**config.mk**
```make
export PLATFORM = sky130hd
export DESIGN_NAME = mips_bus_arbiter
export DESIGN_NICKNAME = d
export VERILOG_FILES = /design/src/rtl/mips_bus_pkg.sv /design/src/rtl/mips_bus_arbiter.sv
export SDC_FILE = /design/constraint.sdc
export NUM_CORES = 1
export LEC_CHECK = 0
export BUFFER_PORTS_ARGS = -buffer_cell sky130_fd_sc_hd__buf_2
export CAP_MARGIN = 20
export CORE_AREA = 2 2 106 108
export CTS_BUF_LIST = sky130_fd_sc_hd__clkbuf_8
export CTS_CLUSTER_SIZE = 30
export DETAILED_ROUTE_END_ITERATION = 8
export DIE_AREA = 0 0 108 110
export GPL_ROUTABILITY_DRIVEN = 0
export PLACE_DENSITY_LB_ADDON = 0.05
export SLEW_MARGIN = 20
export SYNTH_ARGS = -nofsm -noshare
export SYNTH_HDL_FRONTEND = slang
export SYNTH_SLANG_ARGS = --single-unit
```
**constraint.sdc**
```tcl
create_clock -name clk -period 1.8 [get_ports clk]
set_input_delay 0.36 -clock clk [delete_from_list [all_inputs] [get_ports clk]]
set_output_delay 0.36 -clock clk [all_outputs]
set_load 0.005 [all_outputs]
```
**src/rtl/mips_bus_pkg.sv**
```systemverilog
// Shared types and constants for the MIPS instruction/data bus arbiter.
// Holds the arbiter state encoding, the full-word byte-enable pattern
// and the encodings driven on the grant observability port.
package mips_bus_pkg;

    // Arbiter state: which requester currently owns the memory port.
    typedef enum logic [1:0] {
        ARB_IDLE  = 2'b00,
        ARB_FETCH = 2'b01,
        ARB_DATA  = 2'b10
    } arb_state_t;

    // Byte enables for a full 32-bit word; instruction fetch always reads a full word.
    localparam logic [3:0] BE_ALL = 4'b1111;

    // Values presented on the grant port.
    localparam logic [1:0] GRANT_IDLE  = 2'b00;
    localparam logic [1:0] GRANT_FETCH = 2'b01;
    localparam logic [1:0] GRANT_DATA  = 2'b10;

endpackage

```
**src/rtl/mips_bus_arbiter.sv**
```systemverilog
// Two-requester arbiter sharing one Avalon-style RAM port between fetch and data.
// Latency: 1 cycle from a request seen in idle to the memory side; handover bubble-free.
// Backpressure: granted requester sees m_waitrequest, the other (and both in idle) see 1.
//
// Ports:
//   clk, reset                   clock and synchronous active-high reset
//   f_*                          fetch requester (read-only)
//   d_*                          data requester (load/store)
//   m_*                          memory-side master port
//   grant                        observability: 00 idle, 01 fetch, 10 data
import mips_bus_pkg::*;

module mips_bus_arbiter #(
    parameter int ADDR_W = 32,
    parameter int DATA_W = 32
) (
    input  logic                  clk,
    input  logic                  reset,

    input  logic [ADDR_W-1:0]     f_address,
    input  logic                  f_read,
    output logic                  f_waitrequest,
    output logic [DATA_W-1:0]     f_readdata,

    input  logic [ADDR_W-1:0]     d_address,
    input  logic                  d_read,
    input  logic                  d_write,
    input  logic [DATA_W-1:0]     d_writedata,
    input  logic [DATA_W/8-1:0]   d_byteenable,
    output logic                  d_waitrequest,
    output logic [DATA_W-1:0]     d_readdata,

    output logic [ADDR_W-1:0]     m_address,
    output logic                  m_read,
    output logic                  m_write,
    output logic [DATA_W-1:0]     m_writedata,
    output logic [DATA_W/8-1:0]   m_byteenable,
    input  logic                  m_waitrequest,
    input  logic [DATA_W-1:0]     m_readdata,

    output logic [1:0]            grant
);

    localparam int BE_W = DATA_W / 8;

    arb_state_t state_q, state_d;
    // 0 = fetch completed last, 1 = data completed last; the other side wins ties.
    logic       last_grant_q, last_grant_d;

    logic f_req;
    logic d_req;

    assign f_req = f_read;
    assign d_req = d_read | d_write;

    // ------------------------------------------------------------------
    // Next-state logic
    // ------------------------------------------------------------------
    always_comb begin
        state_d      = state_q;
        last_grant_d = last_grant_q;
        case (state_q)
            ARB_IDLE: begin
                // m_waitrequest is irrelevant here: nothing is on the bus.
                if (f_req && d_req) begin
                    state_d = last_grant_q ? ARB_FETCH : ARB_DATA;
                end else if (f_req) begin
                    state_d = ARB_FETCH;
                end else if (d_req) begin
                    state_d = ARB_DATA;
                end
            end
            ARB_FETCH: begin
                if (!f_req) begin
                    // Request withdrawn mid-transfer: abandon without crediting it.
                    state_d = ARB_IDLE;
                end else if (!m_waitrequest) begin
                    last_grant_d = 1'b0;
                    state_d      = d_req ? ARB_DATA : ARB_IDLE;
                end
            end
            ARB_DATA: begin
                if (!d_req) begin
                    state_d = ARB_IDLE;
                end else if (!m_waitrequest) begin
                    last_grant_d = 1'b1;
                    state_d      = f_req ? ARB_FETCH : ARB_IDLE;
                end
            end
            default: begin
                state_d = ARB_IDLE;
            end
        endcase
    end

    always_ff @(posedge clk) begin
        if (reset) begin
            state_q      <= ARB_IDLE;
            last_grant_q <= 1'b1;
        end else begin
            state_q      <= state_d;
            last_grant_q <= last_grant_d;
        end
    end

    // ------------------------------------------------------------------
    // Output mux, driven from the registered owner only. Requester
    // address/data are forwarded live, so requesters must hold them
    // stable until their transfer completes.
    // ------------------------------------------------------------------
    always_comb begin
        m_address     = '0;
        m_read        = 1'b0;
        m_write       = 1'b0;
        m_writedata   = '0;
        m_byteenable  = '0;
        f_waitrequest = 1'b1;
        d_waitrequest = 1'b1;
        grant         = GRANT_IDLE;
        case (state_q)
            ARB_FETCH: begin
                m_address     = f_address;
                m_read        = f_read;
                m_byteenable  = {BE_W{1'b1}};
                f_waitrequest = m_waitrequest;
                grant         = GRANT_FETCH;
            end
            ARB_DATA: begin
                m_address     = d_address;
                // A simultaneous read and write is resolved in favour of the write.
                m_read        = d_read & ~d_write;
                m_write       = d_write;
                m_writedata   = d_writedata;
                m_byteenable  = d_byteenable;
                d_waitrequest = m_waitrequest;
                grant         = GRANT_DATA;
            end
            default: begin
            end
        endcase
    end

    // Read data is broadcast; only the granted requester's completion cycle is meaningful.
    assign f_readdata = m_readdata;
    assign d_readdata = m_readdata;

endmodule

```
* After elaboration in Yosys (flattened, before gate mapping)
Index checks and enable logic that the tools add are counted.
Word-level totals: register bits 3, bits of input ports 138, output and inout port bits 138, logic and storage cells 43
Operators by class: eq/ne operators 9, muxes and demuxes 24, bitwise logic cells 3, reduce and logical (&&, ||, !) cells 5
Operators with widths (count):
- $pmux 32 s2 | 1
- $mux 32 | 1
- $mux 2 | 9
- $mux 1 | 8
- $ne 2x2->1 const B | 4
- $pmux 4 s2 | 1
- $ne 3x3->1 const B | 2
- $pmux 2 s3 | 1
- $reduce_and 5->1 | 1
- $ne 4x4->1 const B | 1
- $pmux 1 s2 | 2
- $pmux 2 s2 | 1
- $reduce_and 3->1 | 1
- $eq 2x1->1 const B | 1
- $eq 2x2->1 const B | 1
- $logic_not 2->1 | 1
- $reduce_bool 2->1 | 1
- $and 1x1->1 | 1
- $logic_and 1x1->1 | 1
- $not 1->1 | 1
- $or 1x1->1 | 1

* Logic depth before layout (Yosys ltp)
Gate-level depths: netlist of the first run.
depth in word-level cells 5, depth in mapped cells 7, depth with buffers taken out 6

* Worst setup path after synthesis of the first run
Ideal clock, no wire load.
path kind register -> output, start register state_q[0], end output m_read, arrival time 1264 ps, required time 1440 ps, path slack 176 ps, stages on the path, launching flop included 8, cells stage by stage dfxtp_1 -> inv_1 -> ha_1 -> buf_2 -> buf_2 -> nand2_1 -> o21ai_0 -> and2_1
On the way: word-level cells in the longest chain between the ends 2
RTL lines:
- from (decl) | line mips_bus_arbiter.sv:46 | arb_state_t state_q, state_d;
- from (signal assigned) | line mips_bus_arbiter.sv:101 | state_q <= state_d;
- $eq 2x2->1 or $eq 2x1->1 (tied branches) | line mips_bus_arbiter.sv:120 | case (state_q)
- $pmux 1 s2 * | line mips_bus_arbiter.sv:120
- to (decl) | line mips_bus_arbiter.sv:34 | output logic m_read,
Mark *: on every way between the ends. The rest lies on a longest branch, timed or not.

* Worst setup path after layout of the first run
start register state_q[0], end output m_address[22]
On the way: word-level cells in the longest chain between the ends 2
RTL lines:
- $eq 2x2->1 or $eq 2x1->1 (tied branches) | line mips_bus_arbiter.sv:120
- $pmux 32 s2 * | line mips_bus_arbiter.sv:120
- to (decl) | line mips_bus_arbiter.sv:33 | output logic [ADDR_W-1:0] m_address,
Marks and branches as above.

==> flow_metrics.env, run 1 <==
export IMPL_synthTopCellsByArea="buf_4 31%, a22oi_1 16%, nor2b_1 15%"
export IMPL_syn_avg_cell_area_um2=6.97
export IMPL_power_mw=1.27
export IMPL_initial_core_util_pct=14.4
export IMPL_clockBufferDepth=2
export IMPL_worst_setup_path_end_kind="output port"
export IMPL_critPathMaxFanout=9
export IMPL_totalWireLength_um=6560
export IMPL_finClkSkew_ns=0.00163
export IMPL_highest_layer="met4"
export IMPL_ios=276
export IMPL_row_count=38
export IMPL_crit_path_top_delay_cell="dfxtp_4"
export IMPL_timing_slew_headroom_pct=79.2
export IMPL_critPathMaxStageDelay_ns=0.37
export IMPL_netlist_area_um2=1540
export IMPL_hold_viol=0
export IMPL_synth_top_area_share_pct=31.2
export IMPL_wl_per_cell_um=13.7
export IMPL_netlist_instances=221
export IMPL_ys_warn_count=0
export IMPL_clock_sinks=3
export IMPL_dr_pass1_iters=4
export IMPL_path_buf_inv=3
export IMPL_dr_first_iter_drc_count=45
export IMPL_grt_total_usage_pct=9.18
export IMPL_synthMuxAreaShare_pct=0.650
export IMPL_grt_max_degree=24
export IMPL_pwr_density_cell_nw_per_um2=513
export IMPL_synth_top_cell_by_area="buf_4"
export IMPL_antenna_found_initial=0
export IMPL_cap_violations=0
export IMPL_clk_root_buffer_cell="clkbuf_8"
export IMPL_via_per_inst=3.91
export IMPL_grt_pass1_vias=1670
export IMPL_placed_cells_incl_taps=467
export IMPL_final_cells=478
export IMPL_critPathRequiredTime_ns=1.44
export IMPL_synth_fa_ha_area_share_pct=4.87
export IMPL_detail_route_antenna_nets=0
export IMPL_tightest_slew_ns=0.310
export IMPL_cts_tree="yes"
export IMPL_cts_clk_slew_worst_paths_ns=0.03
export IMPL_hp_class="in -> reg"
export IMPL_arrival_ns=1.44
export IMPL_final_nets=483
export IMPL_hold_ws_ns=0.344
export IMPL_fin_crit_ns=1.80
export IMPL_syn_num_nets=365
export IMPL_crit_chain="inv_4 > ha_4 > clkbuf_16 > nor2b_1 > buf_2"
export IMPL_coreArea_um2=10700
export IMPL_io_buffer_count=179
export IMPL_antenna_cells=0
export IMPL_htree_levels=1
export IMPL_synthToLayoutAreaGrowth_pct=60.5
export IMPL_via_count=1867
export IMPL_cp_start_kind="flip-flop"
export IMPL_met2_length_um=3560
export IMPL_synth_compound_area_share_pct=22.7
export IMPL_worstSkewPairLatency_ns=0.21
export IMPL_maxSlewViolCount=0
export IMPL_die_area_um2=11900
export IMPL_status="finished clean"
export IMPL_synth_simple_gate_area_share_pct=31.7
export IMPL_dp_hpwl_um=4720
export IMPL_numCtsBuffers=3
export IMPL_setup_viol=0
export IMPL_ys_ff_latch=3
export IMPL_ys_types=21
export IMPL_vdd_drop_max_v=0.000619
export IMPL_max_freq_mhz=557
export IMPL_overflow=0
export IMPL_met3_length_um=551
export IMPL_hold_buffers=0
export IMPL_rsz0062_at_grt="yes"
export IMPL_drive_above_1_share_pct=63.3
export IMPL_die_y_um=110
export IMPL_die_x_um=108
export IMPL_path_delay_family="flip-flops"
export IMPL_synthXorXnorAreaFrac_pct=0
export IMPL_grt_pass1_wl_um=8690
export IMPL_leakage_nw=1.28
export IMPL_drc=0
export IMPL_ys_seq_area_share_pct=3.90
export IMPL_post_route_period_util_pct=99.8
export IMPL_fillCellCount=1247
export IMPL_crit_type="reg -> out"
export IMPL_wl_met1_um=2290
export IMPL_synth_top_family_by_area="buffers and inverters"
synthesized netlist by cell type:
cell / count
buf_4: 64
nor2b_1: 36
and2_1: 34
a22oi_1: 32
buf_2: 8
a21oi_1: 7
clkbuf_1: 7
ha_1: 6
nand2b_1: 4
o21ai_0: 4
dfxtp_1: 3
inv_1: 3
a2111o_1: 2
nand2_1: 2
nor2_1: 2
nor3_1: 2
a211oi_1: 1
a21boi_0: 1
a21boi_1: 1
mux2i_1: 1
o21ai_2: 1
flip-flops by register name, indices dropped and copies added, names as in the netlist:
register / count
last_grant_q: 1
state_q: 2
what timing repair did:
item	4_1_cts	5_1_grt
buffers inserted	0	2
endpoints found under the setup margin	61	58
pin swaps	1	2
resized for setup	12	12
hold endpoints to repair	0	0
gates cloned	2	3
layout by cell type (no fill, tap or decap):
| cell type | Yosys | routed |
|---|---|---|
| buf_4 | 64 | 2 |
| a22oi_1 | 32 | 25 |
| nand2b_1 | 4 | 4 |
| buf_12 | 0 | 6 |
| a211oi_1 | 1 | 1 |
| buf_2 | 8 | 179 |
| inv_4 | 0 | 1 |
| nand2_1 | 2 | 2 |
| dfxtp_4 | 0 | 2 |
| buf_16 | 0 | 1 |
| nor3_1 | 2 | 2 |
| and2_1 | 34 | 34 |
| mux2i_1 | 1 | 1 |
| inv_1 | 3 | 2 |
| a2111o_1 | 2 | 2 |
| bufbuf_16 | 0 | 1 |
| clkbuf_16 | 0 | 3 |
| inv_2 | 0 | 1 |
| a21oi_1 | 7 | 7 |
| a22oi_2 | 0 | 7 |
| nor2_1 | 2 | 2 |
| ha_1 | 6 | 3 |
| clkbuf_8 | 0 | 3 |
| o21ai_0 | 4 | 4 |
| a21boi_1 | 1 | 1 |
| nor2b_2 | 0 | 4 |
| nor2b_1 | 36 | 32 |
| a21boi_0 | 1 | 1 |
| dfxtp_1 | 3 | 1 |
| o21ai_2 | 1 | 1 |
| ha_4 | 0 | 3 |
cell type report:
type | instances | area (um^2) | share of cell area [%]
timing repair buffer | 192 | 1170 | 47.2
multi-input combinational | 136 | 1000 | 40.6
tap | 140 | 175 | 7.09
sequential | 3 | 67.6 | 2.73
clock buffer | 3 | 41.3 | 1.67
inverter | 3 | 13.8 | 0.557
clock inverter | 1 | 3.75 | 0.152
routing by layer:
layer | vias up | track usage, %
li1 | 910 | -
met3 | 28 | 1.88
met1 | 840 | 9.55
met2 | 89 | 18.2
met5 | - | 0
met4 | 0 | 3.02
power breakdown:
| group | internal (mW) | switching [mW] |
|---|---|---|
| sequential | 0.0772 | 0.0110 |
| combinational | 0.574 | 0.419 |
| clock | 0.145 | 0.0424 |
| total | 0.796 | 0.473 |
path summary, 6_finish.rpt:
path                            from                      end  slack, ns  cells past startpoint
max          state_q[0]$_SDFFE_PP0P_            m_address[22]      0.004                      5
min                            reset  state_q[0]$_SDFFE_PP0P_       0.34                      2
max reg2reg  state_q[1]$_SDFFE_PP0P_  state_q[1]$_SDFFE_PP0P_       0.21                      7
min reg2reg  state_q[0]$_SDFFE_PP0P_  state_q[0]$_SDFFE_PP0P_       0.53                      2
per-stage QoR:
stage | TNS (ns) | util [%] | setup WS [ns] | instance area (um^2)
3_3_place_gp | 0 | 20.3 | 0.0915 | 2170
3_5_place_dp | 0 | 20.3 | 0.0773 | 2170
2_1_floorplan | 0 | - | 0.176 | 1540
6_report | 0 | 23.1 | 0.00372 | 2470
5_1_grt | -2.31 | 23.1 | -0.0752 | 2470
4_1_cts | -0.00644 | 21.7 | -0.00298 | 2320
kinds of logic (layout without fill, tap and decap cells):
kind of cell,Yosys count,count (layout)
compound gates,49,49
mux,1,1
fa+ha+maj,6,6
buf+inv,82,199
simple gates,80,80
flops,3,3
worst register-to-register path, stage by stage, from the launching register on:
cell and delay, ns:
dfxtp_4 0.34, buf_12 0.13, ha_4 0.19, buf_4 0.17
o21ai_2 0.07, a21boi_1 0.12, a2111o_1 0.39, a21oi_1 0.12
(Power assumes the default switching activity.)
==> run 2: changes to the inputs <==
clock period = 1.87 ns   (was 1.8 ns; I/O delays follow)
==> flow_metrics.env, run 2 (synthesis results as in run 1) <==
export IMPL_die_area_um2=11900
export IMPL_die_x_um=108
export IMPL_htree_levels=1
export IMPL_largest_reg_flops=2
export IMPL_vdd_drop_max_v=0.000380
export IMPL_antenna_cells=0
export IMPL_row_count=38
export IMPL_grt_pass1_wl_um=8540
export IMPL_tightest_slew_ns=0.291
export IMPL_clockBufferDepth=2
export IMPL_antenna_found_initial=1
export IMPL_grt_total_usage_pct=9.04
export IMPL_hold_viol=0
export IMPL_regArea_um2=67.6
export IMPL_top_register="state_q"
export IMPL_drive_above_1_share_pct=60.2
export IMPL_r2r_start="state_q[0]$_SDFFE_PP0P_"
export IMPL_wl_per_cell_um=13.1
export IMPL_fillCellCount=1232
export IMPL_layout_commonest_cell="buf_2"
export IMPL_worstSkewPairLatency_ns=0.22
export IMPL_mostFrequentLayoutCells="179 x buf_2, 34 x nor2b_1, 34 x and2_1"
export IMPL_cap_violations=0
export IMPL_ios=276
export IMPL_via_count=1834
export IMPL_utilization_pct=21.6
export IMPL_busiest_layer="met2"
export IMPL_path_depth=5
export IMPL_power_mw=1.07
export IMPL_max_freq_mhz=561
export IMPL_grt_use_met1_pct=9.23
export IMPL_critPathMaxStageDelay_ns=0.37
export IMPL_clk_root_buffer_cell="clkbuf_8"
export IMPL_grt_max_degree=43
export IMPL_crit_chain="inv_2 > ha_4 > buf_12 > nor2b_1 > buf_2"
export IMPL_cts_clk_slew_worst_paths_ns=0.03
export IMPL_die_y_um=110
export IMPL_overflow=0
export IMPL_stdcell_area_um2=2310
export IMPL_setup_viol=0
export IMPL_initial_core_util_pct=14.4
export IMPL_setup_tns_ns=0
export IMPL_coreArea_um2=10700
export IMPL_synthToLayoutAreaGrowth_pct=50.0
export IMPL_pwr_density_cell_nw_per_um2=462
export IMPL_use_met3_pct=1.47
export IMPL_reg2reg_depth=7
export IMPL_critPathRequiredTime_ns=1.50
export IMPL_status="finished clean"
export IMPL_cts_tree="yes"
export IMPL_timing_slew_headroom_pct=80.5
export IMPL_post_route_period_util_pct=95.4
export IMPL_maxSlewViolCount=0
export IMPL_path_delay_family="flip-flops"
export IMPL_multi_input_area_um2=970
export IMPL_dr_pass1_iters=4
export IMPL_crit_end="m_address[24]"
export IMPL_via_per_inst=3.89
export IMPL_dr_first_iter_drc_count=51
export IMPL_rsz0062_at_grt="no"
export IMPL_critPathMaxFanout=19
export IMPL_totalWireLength_um=6210
export IMPL_cp_start_kind="flip-flop"
export IMPL_hold_buffers=0
export IMPL_timing_rr_end="state_q[1]$_SDFFE_PP0P_"
export IMPL_numCtsBuffers=3
export IMPL_clock_sinks=3
export IMPL_reg2reg_slack_ns=0.32
export IMPL_crit_type="reg -> out"
export IMPL_worst_setup_path_end_kind="output port"
export IMPL_path_buf_inv=3
export IMPL_final_nets=477
export IMPL_fin_crit_ns=1.78
export IMPL_drc=0
export IMPL_dp_hpwl_um=4690
export IMPL_dpl_cell_area_um2=2150
export IMPL_detail_route_antenna_nets=0
export IMPL_crit_path_top_delay_cell="dfxtp_4"
export IMPL_leakage_nw=1.22
export IMPL_io_buffer_count=179
export IMPL_startpoint="state_q[1]$_SDFFE_PP0P_"
export IMPL_hp_class="in -> reg"
export IMPL_arrival_ns=1.41
export IMPL_met2_usage_pct=18.5
export IMPL_largest_registers="state_q (2), last_grant_q (1)"
export IMPL_finClkSkew_ns=0.00175
export IMPL_grt_pass1_vias=1661
run 2: where the power goes:
part,internal (mW),switching (mW)
clock network,0.140,0.0436
logic,0.440,0.356
registers,0.0744,0.0137
total,0.654,0.413
run 2: through the flow:
stage,instances,setup slack (ns),hold WS [ns]
6_report,472,0.0862,0.361
5_1_grt,472,0.00247,0.368
4_1_cts,471,0.0277,0.355
3_5_place_dp,466,0.150,0.539
3_3_place_gp,466,0.146,0.553
2_1_floorplan,221,0.232,0.443
run 2: worst min-delay path by stage:
| stage | startpoint | cells after the start | slack, ns | end |
|---|---|---|---|---|
| after floorplan | reset | 1 | 0.44 | state_q[0]$_SDFFE_PP0P_ |
| after detailed placement | state_q[0]$_SDFFE_PP0P_ | 2 | 0.54 | state_q[0]$_SDFFE_PP0P_ |
| after CTS | reset | 2 | 0.36 | state_q[1]$_SDFFE_PP0P_ |
| after global routing | reset | 2 | 0.37 | state_q[1]$_SDFFE_PP0P_ |
| after global placement | state_q[1]$_SDFFE_PP0P_ | 2 | 0.55 | state_q[1]$_SDFFE_PP0P_ |
| final | reset | 2 | 0.36 | state_q[1]$_SDFFE_PP0P_ |
run 2: repair_timing:
item	4_1_cts	5_1_grt
resized for setup	11	6
setup buffers	0	0
endpoints found under the setup margin	37	25
gates cloned	1	1
pin swaps	0	0
run 2: layout make-up:
cell class	instances	share of cell area, %
clock buffer	3	1.79
clock inverter	1	0.162
inverter	3	0.596
multi-input combinational	136	42.0
sequential	3	2.92
tap	140	7.58
timing repair buffer	186	45.0
run 2: routing by layer:
layer	vias up	routed length (um)
met3	24	509
met4	0	120
met1	830	2130
met2	80	3440
met5	-	0
li1	900	-
==> run 3: changes to the inputs <==
CORE_AREA = 2 2 108 110   (was 2 2 106 108)
CTS_BUF_LIST = not set   (was sky130_fd_sc_hd__clkbuf_8)
DIE_AREA = 0 0 110 112   (was 0 0 108 110)
==> flow_metrics.env, run 3 (synthesis results as in run 1) <==
export IMPL_timing_slew_headroom_pct=78.8
export IMPL_die_y_um=112
export IMPL_numCtsBuffers=3
export IMPL_grt_max_degree=43
export IMPL_maxSlewViolCount=0
export IMPL_critPathMaxFanout=9
export IMPL_ios=276
export IMPL_reg2reg_depth=9
export IMPL_die_area_um2=12300
export IMPL_htree_levels=1
export IMPL_leakage_nw=1.27
export IMPL_worstSkewPairLatency_ns=0.23
export IMPL_totalWireLength_um=6440
export IMPL_grt_pass1_vias=1784
export IMPL_grt_pass1_wl_um=8940
export IMPL_power_mw=1.32
export IMPL_antenna_found_initial=0
export IMPL_worst_setup_path_end_kind="output port"
export IMPL_wl_per_cell_um=13.4
export IMPL_max_freq_mhz=554
export IMPL_critPathRequiredTime_ns=1.50
export IMPL_overflow=0
export IMPL_cts_tree="yes"
export IMPL_dr_first_iter_drc_count=55
export IMPL_top_register="state_q"
export IMPL_finClkSkew_ns=0.00375
export IMPL_initial_core_util_pct=13.8
export IMPL_dp_hpwl_um=4840
export IMPL_antenna_cells=0
export IMPL_dr_pass1_iters=4
export IMPL_detail_route_antenna_nets=0
export IMPL_io_buffer_count=179
export IMPL_largest_reg_flops=2
export IMPL_fin_ws_ns=0.0661
export IMPL_tightest_slew_ns=0.316
export IMPL_drc=0
export IMPL_utilization_pct=22.0
export IMPL_pre_cts_slack_ns=0.122
export IMPL_status="finished clean"
export IMPL_fin_crit_ns=1.80
export IMPL_via_per_inst=3.85
export IMPL_cp_start_kind="flip-flop"
export IMPL_vdd_drop_max_v=0.000346
export IMPL_hold_ws_ns=0.348
export IMPL_clock_sinks=3
export IMPL_hp_class="in -> reg"
export IMPL_drive_above_1_share_pct=63.2
export IMPL_coreArea_um2=11200
export IMPL_hold_buffers=0
export IMPL_row_count=39
export IMPL_grt_total_usage_pct=9.30
export IMPL_clk_root_buffer_cell="clkbuf_16"
export IMPL_arrival_ns=1.43
export IMPL_hold_path_depth=2
export IMPL_largest_registers="state_q (2), last_grant_q (1)"
export IMPL_post_route_period_util_pct=96.5
export IMPL_clockBufferDepth=2
export IMPL_cap_violations=0
export IMPL_cts_clk_slew_worst_paths_ns=0.03
export IMPL_die_x_um=110
export IMPL_hold_viol=0
export IMPL_synthToLayoutAreaGrowth_pct=59.8
export IMPL_pwr_density_cell_nw_per_um2=535
export IMPL_mostFrequentLayoutCells="179 x buf_2, 34 x and2_1, 31 x nor2b_1"
export IMPL_layout_commonest_cell="buf_2"
export IMPL_final_nets=482
export IMPL_via_count=1846
export IMPL_critPathMaxStageDelay_ns=0.37
export IMPL_setup_viol=0
export IMPL_rsz0062_at_grt="yes"
export IMPL_crit_path_top_delay_cell="dfxtp_4"
export IMPL_crit_chain="inv_2 > ha_4 > clkbuf_16 > nor2b_1 > buf_2"
export IMPL_crit_type="reg -> out"
[run 3: cell count changes in the layout (fill, tap and decap cells not counted), moves of 3 or more]
cell and delta:
a22oi_1 -5, clkbuf_8 -3, clkbuf_16 +4, nor2b_2 +3, nor2b_1 -3, a22oi_2 +5
[run 3: path summary, 6_finish.rpt]
check | from | to | slack, ns
worst min-delay path | reset | state_q[0]$_SDFFE_PP0P_ | 0.35
worst max register to register | state_q[0]$_SDFFE_PP0P_ | last_grant_q$_SDFFE_PP1P_ | 0.29
worst max-delay path | state_q[1]$_SDFFE_PP0P_ | m_address[7] | 0.07
worst min register to register | last_grant_q$_SDFFE_PP1P_ | last_grant_q$_SDFFE_PP1P_ | 0.54
[run 3: repair_timing]
item,in CTS,in global routing
endpoints found under the hold margin,0,0
endpoints found under the setup margin,37,31
setup buffers,0,3
cloned,1,2
pin swaps,1,2
gates resized for setup,13,13
[run 3: metrics by stage]
| stage | area, um^2 | std cells | TNS (ns) |
|---|---|---|---|
| global placement | 2180 | 470 | 0 |
| finish | 2460 | 480 | 0 |
| CTS | 2330 | 475 | 0 |
| global route | 2460 | 480 | -0.0582 |
| detailed placement | 2180 | 470 | 0 |
| floorplan | 1540 | 221 | 0 |
[run 3: area by class of cell]
class / instances / area [um^2]
fill: 1274 / 8710
inverter: 3 / 13.8
timing repair buffer: 191 / 1120
multi-input combinational: 136 / 1000
clock buffer: 4 / 78.8
sequential: 3 / 67.6
tap: 143 / 179
[run 3: metal layers]
| layer | wire [um] | track usage [%] | vias to the layer above |
|---|---|---|---|
| met5 | 0 | 0 | - |
| li1 | - | - | 907 |
| met1 | 2120 | 8.59 | 833 |
| met3 | 490 | 1.46 | 19 |
| met4 | 156 | 3.46 | 0 |
| met2 | 3680 | 19.3 | 87 |
[run 3: where the power goes]
part	switching, mW	internal (mW)
clock	0.0600	0.282
combinational	0.384	0.502
sequential	0.0144	0.0744
total	0.458	0.857
[run 3: worst max-delay path: cells and delay by family, from the launching register on]
family,cells,cell delay [ns]
buf+inv,3,0.36
simple gates,1,0.13
flops,1,0.37
fa+ha+maj,1,0.34
